File: config.mk
export PLATFORM = sky130hd
export DESIGN_NAME = dmem_dma
export DESIGN_NICKNAME = d
export VERILOG_FILES = /design/src/rtl/dmem_dma.sv
export SDC_FILE = /design/constraint.sdc
export NUM_CORES = 1
export LEC_CHECK = 0
export BUFFER_PORTS_ARGS = -buffer_cell sky130_fd_sc_hd__clkbuf_2
export CORE_MARGIN = 4
export CORE_UTILIZATION = 56
export DETAILED_ROUTE_END_ITERATION = 8
export HOLD_SLACK_MARGIN = 0.15
export MAX_ROUTING_LAYER = met4
export PLACE_DENSITY = 0.82
export SLEW_MARGIN = 20
export SYNTH_ARGS = -nofsm -noshare
export SYNTH_HDL_FRONTEND = slang
export SYNTH_SLANG_ARGS = --single-unit
File: constraint.sdc
create_clock -name clk -period 5.5 [get_ports clk]
set_input_delay 0.825 -clock clk [delete_from_list [all_inputs] [get_ports clk]]
set_output_delay 0.825 -clock clk [all_outputs]
set_load 0.01 [all_outputs]
File: src/rtl/dmem_dma.sv
// +----------------------------------------------------------------------------+
// | dmem_dma : word-by-word block copy engine on the data-memory port.         |
// | Optional: DMA_CSUM_EN adds a running 32-bit sum of the words read.         |
// | Rev 1.0                                                                    |
// +----------------------------------------------------------------------------+
`default_nettype none

module dmem_dma #(
  parameter int MEM_WORDS = 45100,
  parameter int LEN_W     = 18
) (
  input  logic             clk,
  input  logic             rst,
  input  logic             start,
  input  logic [31:0]      src_addr,
  input  logic [31:0]      dst_addr,
  input  logic [LEN_W-1:0] len,
  output logic             busy,
  output logic             done,
  output logic             err,
  output logic [LEN_W-1:0] words_done,
  output logic             mem_we,
  output logic [31:0]      mem_a,
  output logic [31:0]      mem_wd,
  input  logic [31:0]      mem_rd,
  output logic [31:0]      csum
);

  localparam logic [2:0]  c_ST_IDLE  = 3'd0;
  localparam logic [2:0]  c_ST_CHECK = 3'd1;
  localparam logic [2:0]  c_ST_READ  = 3'd2;
  localparam logic [2:0]  c_ST_WRITE = 3'd3;
  localparam logic [2:0]  c_ST_FIN   = 3'd4;
  localparam logic [32:0] c_MEM_END  = 33'(MEM_WORDS);

  logic [2:0]       r_state;
  logic [2:0]       w_state_nxt;
  logic [31:0]      r_src;
  logic [31:0]      r_dst;
  logic [LEN_W-1:0] r_len;
  logic [LEN_W-1:0] r_words;
  logic [31:0]      r_data;
  logic             r_err;

  // End addresses are formed at 33 bits so a huge base cannot wrap into range.
  logic [32:0]      w_src_end;
  logic [32:0]      w_dst_end;
  logic             w_range_err;
  logic [LEN_W-1:0] w_words_inc;
  logic             w_last;
  logic [31:0]      w_offset;

  assign w_src_end   = {1'b0, r_src} + 33'(r_len);
  assign w_dst_end   = {1'b0, r_dst} + 33'(r_len);
  assign w_range_err = (w_src_end > c_MEM_END) || (w_dst_end > c_MEM_END);
  assign w_words_inc = r_words + LEN_W'(1);
  assign w_last      = (w_words_inc == r_len);
  assign w_offset    = 32'(r_words);

  always_ff @(posedge clk) begin
    if (rst) begin
      r_state <= c_ST_IDLE;
    end else begin
      r_state <= w_state_nxt;
    end
  end

  always_comb begin
    w_state_nxt = r_state;
    case (r_state)
      c_ST_IDLE:  if (start) w_state_nxt = c_ST_CHECK;
      c_ST_CHECK: begin
        if (w_range_err || (r_len == '0)) w_state_nxt = c_ST_FIN;
        else                              w_state_nxt = c_ST_READ;
      end
      c_ST_READ:  w_state_nxt = c_ST_WRITE;
      c_ST_WRITE: w_state_nxt = w_last ? c_ST_FIN : c_ST_READ;
      c_ST_FIN:   w_state_nxt = c_ST_IDLE;
      default:    w_state_nxt = c_ST_IDLE;
    endcase
  end

  always_comb begin
    busy   = 1'b0;
    done   = 1'b0;
    mem_we = 1'b0;
    mem_a  = '0;
    case (r_state)
      c_ST_CHECK: busy = 1'b1;
      c_ST_READ: begin
        busy  = 1'b1;
        mem_a = r_src + w_offset;
      end
      c_ST_WRITE: begin
        busy   = 1'b1;
        mem_a  = r_dst + w_offset;
        mem_we = !rst;
      end
      c_ST_FIN: done = 1'b1;
      default: ;
    endcase
  end

  always_ff @(posedge clk) begin
    if (rst) begin
      r_src   <= '0;
      r_dst   <= '0;
      r_len   <= '0;
      r_words <= '0;
      r_data  <= '0;
      r_err   <= 1'b0;
    end else begin
      case (r_state)
        c_ST_IDLE: begin
          if (start) begin
            r_src   <= src_addr;
            r_dst   <= dst_addr;
            r_len   <= len;
            r_words <= '0;
            r_err   <= 1'b0;
          end
        end
        c_ST_CHECK: if (w_range_err) r_err <= 1'b1;
        c_ST_READ:  r_data  <= mem_rd;
        c_ST_WRITE: r_words <= w_words_inc;
        default: ;
      endcase
    end
  end

  assign err        = r_err;
  assign words_done = r_words;
  assign mem_wd     = r_data;

`ifdef DMA_CSUM_EN
  logic [31:0] r_csum;

  always_ff @(posedge clk) begin
    if (rst) begin
      r_csum <= '0;
    end else if ((r_state == c_ST_IDLE) && start) begin
      r_csum <= '0;
    end else if (r_state == c_ST_READ) begin
      r_csum <= r_csum + mem_rd;
    end
  end

  assign csum = r_csum;
`else
  assign csum = '0;
`endif

endmodule

`default_nettype wire

Word level (Yosys, flattened, before mapping)
Cells that the tools add are included.
{"block": "word_totals", "romBits": 0, "reg_bits": 136, "mem_bits_rw": 0, "n_memories": 0, "latch_bits": 0, "inputBits": 117}
{"block": "op_classes", "n_div": 0, "n_eq_ne": 7, "n_bitwise": 0, "multipliers": 0, "mux": 13, "n_reduce_logical": 11, "n_shift": 0, "n_lt_le_gt_ge": 2, "n_addsub": 5}
{"operator": "$add A32 B18 Y33", "n": 2}
{"operator": "$gt A33 B16 Y1 const B", "n": 2}
{"operator": "$add A32 B18 Y32", "n": 2}
{"operator": "$pmux W32 S2", "n": 1}
{"operator": "$pmux W18 S2", "n": 1}
{"operator": "$add A18 B1 Y18 const B", "n": 1}
{"operator": "$eq A18 B18 Y1", "n": 1}
{"operator": "$logic_not A18 Y1", "n": 1}
{"operator": "$mux W18", "n": 1}
{"operator": "$pmux W3 S4", "n": 1}
{"operator": "$mux W3", "n": 3}
{"operator": "$eq A3 B2 Y1 const B", "n": 2}
{"operator": "$mux W1", "n": 5}
{"operator": "$ne A2 B2 Y1 const B", "n": 2}
{"operator": "$reduce_and A2 Y1", "n": 2}
{"operator": "$reduce_bool A2 Y1", "n": 2}
{"operator": "$eq A3 B1 Y1 const B", "n": 1}
{"operator": "$eq A3 B3 Y1 const B", "n": 1}
{"operator": "$logic_not A3 Y1", "n": 1}
{"operator": "$reduce_and A3 Y1", "n": 1}
{"operator": "$reduce_or A3 Y1", "n": 1}
{"operator": "$logic_or A1 B1 Y1", "n": 2}
{"operator": "$pmux W1 S2", "n": 1}
{"operator": "$logic_not A1 Y1", "n": 1}

Logic depth before layout (Yosys ltp)
{"block": "depth", "word_depth": 6, "ltp_mapped": 20, "mapped_depth_nobuf": 16}

Least setup slack after synthesis
Ideal clock, no wire load.
{"block": "synth_timing", "path_type": "register to output", "startpoint": "register r_state[1]", "endpoint": "output mem_a[26]", "path_slack_ns": 0.398, "n_path_buf": 4, "stages_incl_launch_ff": 21, "t_arrival_ns": 4.277, "required_ns": 4.675, "path_cell_list": "dfxtp_1 nor2b_1 buf_2 nand2_1 clkbuf_1 clkbuf_1 clkbuf_1 nand2_1 nand2_1 ha_1 inv_1 fa_1 nor2b_1 o21ai_1 a21oi_1 o21ai_1 a211oi_1 nor2_1 o311ai_2 nand2_1 o41ai_1"}
{"block": "synth_between", "elab_chain_cells": 2, "word_cells_on_any_way": 3, "cone_classes": "eq/ne (2); mux (1)"}
{"item": "start: declaration", "line_no": "36", "source": "logic [2:0] r_state;"}
{"item": "start signal: assignment", "line_no": "62", "source": "r_state <= c_ST_IDLE;"}
{"item": "start signal: assignment", "line_no": "64", "source": "r_state <= w_state_nxt;"}
{"item": "$eq A3 B2 Y1", "line_no": "88", "source": "case (r_state)"}
{"item": "$pmux W32 S2 (*)", "line_no": "88"}
{"item": "end: declaration", "line_no": "23", "source": "output logic [31:0] mem_a,"}
Mark *: on every way between the ends. The rest lies on a longest branch, timed or not.

Worst setup path in the final report
{"block": "layout_timing", "startpoint": "register r_state[2]", "endpoint": "output mem_a[28]"}
The elaborated chain is that of the path after synthesis.

==> results.py <==
metrics = {
    "clock_tree": {
        "clkLatencyLatePin_ps": 430,
        "cts_tree": "yes",
        "htreeDepth": 4,
        "clock_path_buffers": 2,
        "cts_buffers": 17,
        "clock-sinks": 136,
        "root_buffer": "clkbuf_16",
        "cts.clk_slew.worst_paths_ps": 70,
    },
    "sta": {
        "grt_setup_unrepaired": "no",
        "finalHoldViolCount": 0,
        "finalCriticalPeriod_ps": 5240,
        "tightest_slew_ps": 867,
        "finClkSkew_ps": 13.6,
        "clock.fmax_ghz": 0.191,
        "setup-tns-final_ps": 0,
        "maxSlewHeadroom_pct": 42.2,
        "setup-violations-final": 0,
        "drv_slew": 0,
        "fin_crit_sh_pct": 95.2,
    },
    "layout": {
        "ff_latch_area_um2": 2720,
        "multiInputGateArea_um2": 7530,
        "mostFrequentLayoutCell": "nand2_1",
        "drive_gt1_share_pct": 18.0,
        "finalNetCount": 1822,
        "syn_to_final_growth_pct": 14.1,
        "fin_util_pct": 65.5,
        "layout_common_cells": "nand2_1 (356), clkbuf_2 (201), a21oi_1 (176)",
        "n_fill_cell": 1693,
    },
    "yosys": {
        "async_flop_share_pct": 0,
        "seq_area_frac_synth_pct": 25.2,
        "ys.flop_type": "dfxtp_1",
        "synth.distinct_cells": 89,
        "synth-edff-count": 0,
        "synth_warnings": 0,
        "synth_seq_cells": 136,
        "avgSynthCellArea_um2": 7.17,
        "syn_area_um2": 10800,
        "postSynthCellCount": 1506,
    },
    "drt": {
        "drc": 0,
        "ant_nets": 0,
        "vias": 11800,
        "via_per_inst": 6.13,
        "first_iter_violations": 1111,
        "dr.pass1.iters": 6,
        "wirelength_um": 35300,
        "wire_per_inst_um": 18.4,
    },
    "place": {
        "place_congestion": 0.992,
        "dpl.hpwl_um": 26700,
        "port_buffers": 202,
    },
    "global_routing": {
        "grt_pass1_wl_um": 56100,
        "gr-total-overflow": 0,
        "antenna_found_initial": 0,
        "grt_max_degree": 84,
        "track_usage_pct": 32.7,
        "grt_pass1_vias": 10800,
    },
    "setup_path": {
        "critPathBufInv": 3,
        "endpoint_kind": "primary output",
        "path_cells": "nor2b_1 -> buf_4 -> nand2_2 -> nand2_1 -> nand2_1 -> ha_1 -> inv_1 -> fa_1 -> nor2b_1 -> o21ai_1 -> a21oi_1 -> o21ai_1 -> a211oi_2 -> nor2_1 -> o311a_1 -> o41ai_1 -> o41ai_1 -> clkbuf_2",
        "start_kind": "register",
        "path_max_fanout": 8,
        "cp_data_required_time_ps": 4680,
        "crit_arrival_ps": 4410,
        "max_stage_delay_ps": 450,
        "critPathKind": "reg2out",
        "critical-path-slowest-cell": "dfxtp_1",
        "crit_family": "compound AO/OA/AOI/OAI gates",
    },
    "pwr": {
        "ir_drop_uv": 216,
        "powerDensity_nw_per_um2": 219,
        "p_leak_uw": 0.00522,
    },
    "floorplanning": {
        "fp.dieArea_um2": 21600,
        "dieHeight_um": 147,
        "start_util_pct": 57.4,
        "rows": 50,
        "die_w_um": 147,
        "design.core.area_um2": 18800,
        "ios": 235,
    },
    "worst_hold_path": {
        "hold_path.class": "reg2reg",
    },
    "run": {
        "drv_cap": 0,
    },
    "status": {
        "status": "finished, final reports clean",
    },
}
registers in the layout (all words and copies together) (netlist names):
| register | count |
|---|---|
| r_state | 3 |
| words_done | 18 |
| err | 1 |
| r_len | 18 |
| r_src | 32 |
| mem_wd | 32 |
| r_dst | 32 |
cell families (layout without fill, tap and decap cells):
group                    after synthesis  after routing  synth area share, %
other                                  1             33               0.0347
adder cells (fa/ha/maj)               58             58                 6.93
multiplexers                          22             22                 2.06
AND/OR/NAND/NOR                      660            660                 28.2
XOR/XNOR                              74             74                 6.00
flip-flops                           136            136                 25.2
buffers and inverters                140            263                 6.44
AO/OA/AOI/OAI                        415            415                 25.1
final timing paths:
check	slack, ps	depth (start not counted)	to	from
max	260	18	mem_a[28]	r_state[2]
min	450	2	mem_wd[0]	mem_wd[0]
max reg2reg	1620	10	err	r_len[15]
min reg2reg	450	2	mem_wd[0]	mem_wd[0]
where the power goes:
| part | leakage (uW) | switching [uW] | total [uW] | internal [uW] |
|---|---|---|---|---|
| sequential | 0.00111 | 85.2 | 1110 | 1020 |
| combinational | 0.00384 | 283 | 465 | 183 |
| clock | 0.000276 | 521 | 1120 | 604 |
final cells by class:
class / instances / share of cell area, %
timing repair buffer: 213 / 8.89
clock inverter: 15 / 1.26
clock buffer: 17 / 3.45
inverter: 18 / 0.548
tap: 260 / 2.64
multi-input combinational: 1261 / 61.1
sequential: 136 / 22.1
antenna: 1 / 0.0203
cell usage after synthesis (15+ instances only):
library cell / number / area, um2
a21o_1: 27 / 203
a21oi_1: 176 / 881
buf_2: 22 / 110
buf_4: 36 / 270
clkbuf_1: 58 / 218
dfxtp_1: 136 / 2720
ha_1: 55 / 688
inv_1: 18 / 67.6
mux2i_1: 20 / 200
nand2_1: 357 / 1340
nand3_1: 41 / 205
nand4_1: 21 / 131
nor2_1: 101 / 379
nor3_1: 30 / 150
o21a_1: 15 / 113
o21ai_0: 51 / 255
xnor2_1: 41 / 359
xor2_1: 33 / 289
timing repair:
| item | in CTS | in global routing |
|---|---|---|
| setup endpoints to repair | 0 | 6 |
| hold buffers | 0 | 0 |
| setup buffers | 0 | 1 |
| resized for setup | 0 | 5 |
stage by stage:
stage | hold slack (ps) | setup WS [ps] | cell area (um2) | instances | power, uW
6_report | 454 | 264 | 12300 | 1921 | 2700
5_1_grt | 477 | 10.2 | 12300 | 1920 | 2810
4_1_cts | 458 | 122 | 12300 | 1919 | 2700
3_5_place_dp | 447 | 680 | 11700 | 1887 | 1580
3_3_place_gp | 441 | 834 | 11700 | 1887 | 1570
2_1_floorplan | 454 | 398 | 10900 | 1537 | 1440
layer usage:
metal / wire, um / share of wire, % / vias to the layer above / track usage [%]
met2: 15800 / 45 / 627 / 48.5
met1: 14900 / 42 / 5514 / 44.7
met4: 1030 / 2.9 / 0 / 10.6
met5: 0 / 0 / - / -
li1: - / - / 5556 / -
met3: 3600 / 10 / 74 / 6.85
worst reg2reg max path, stage by stage, from the launching register on:
cell       delay, ps
dfxtp_1          680
ha_1             390
nand4_1          240
nor2_1           240
o211ai_1         120
o21ai_0          340
mux2_1           430
a2111oi_1        420
nand4_1          240
nor4_4           450
a311oi_1         150
(Power assumes the default switching activity.)
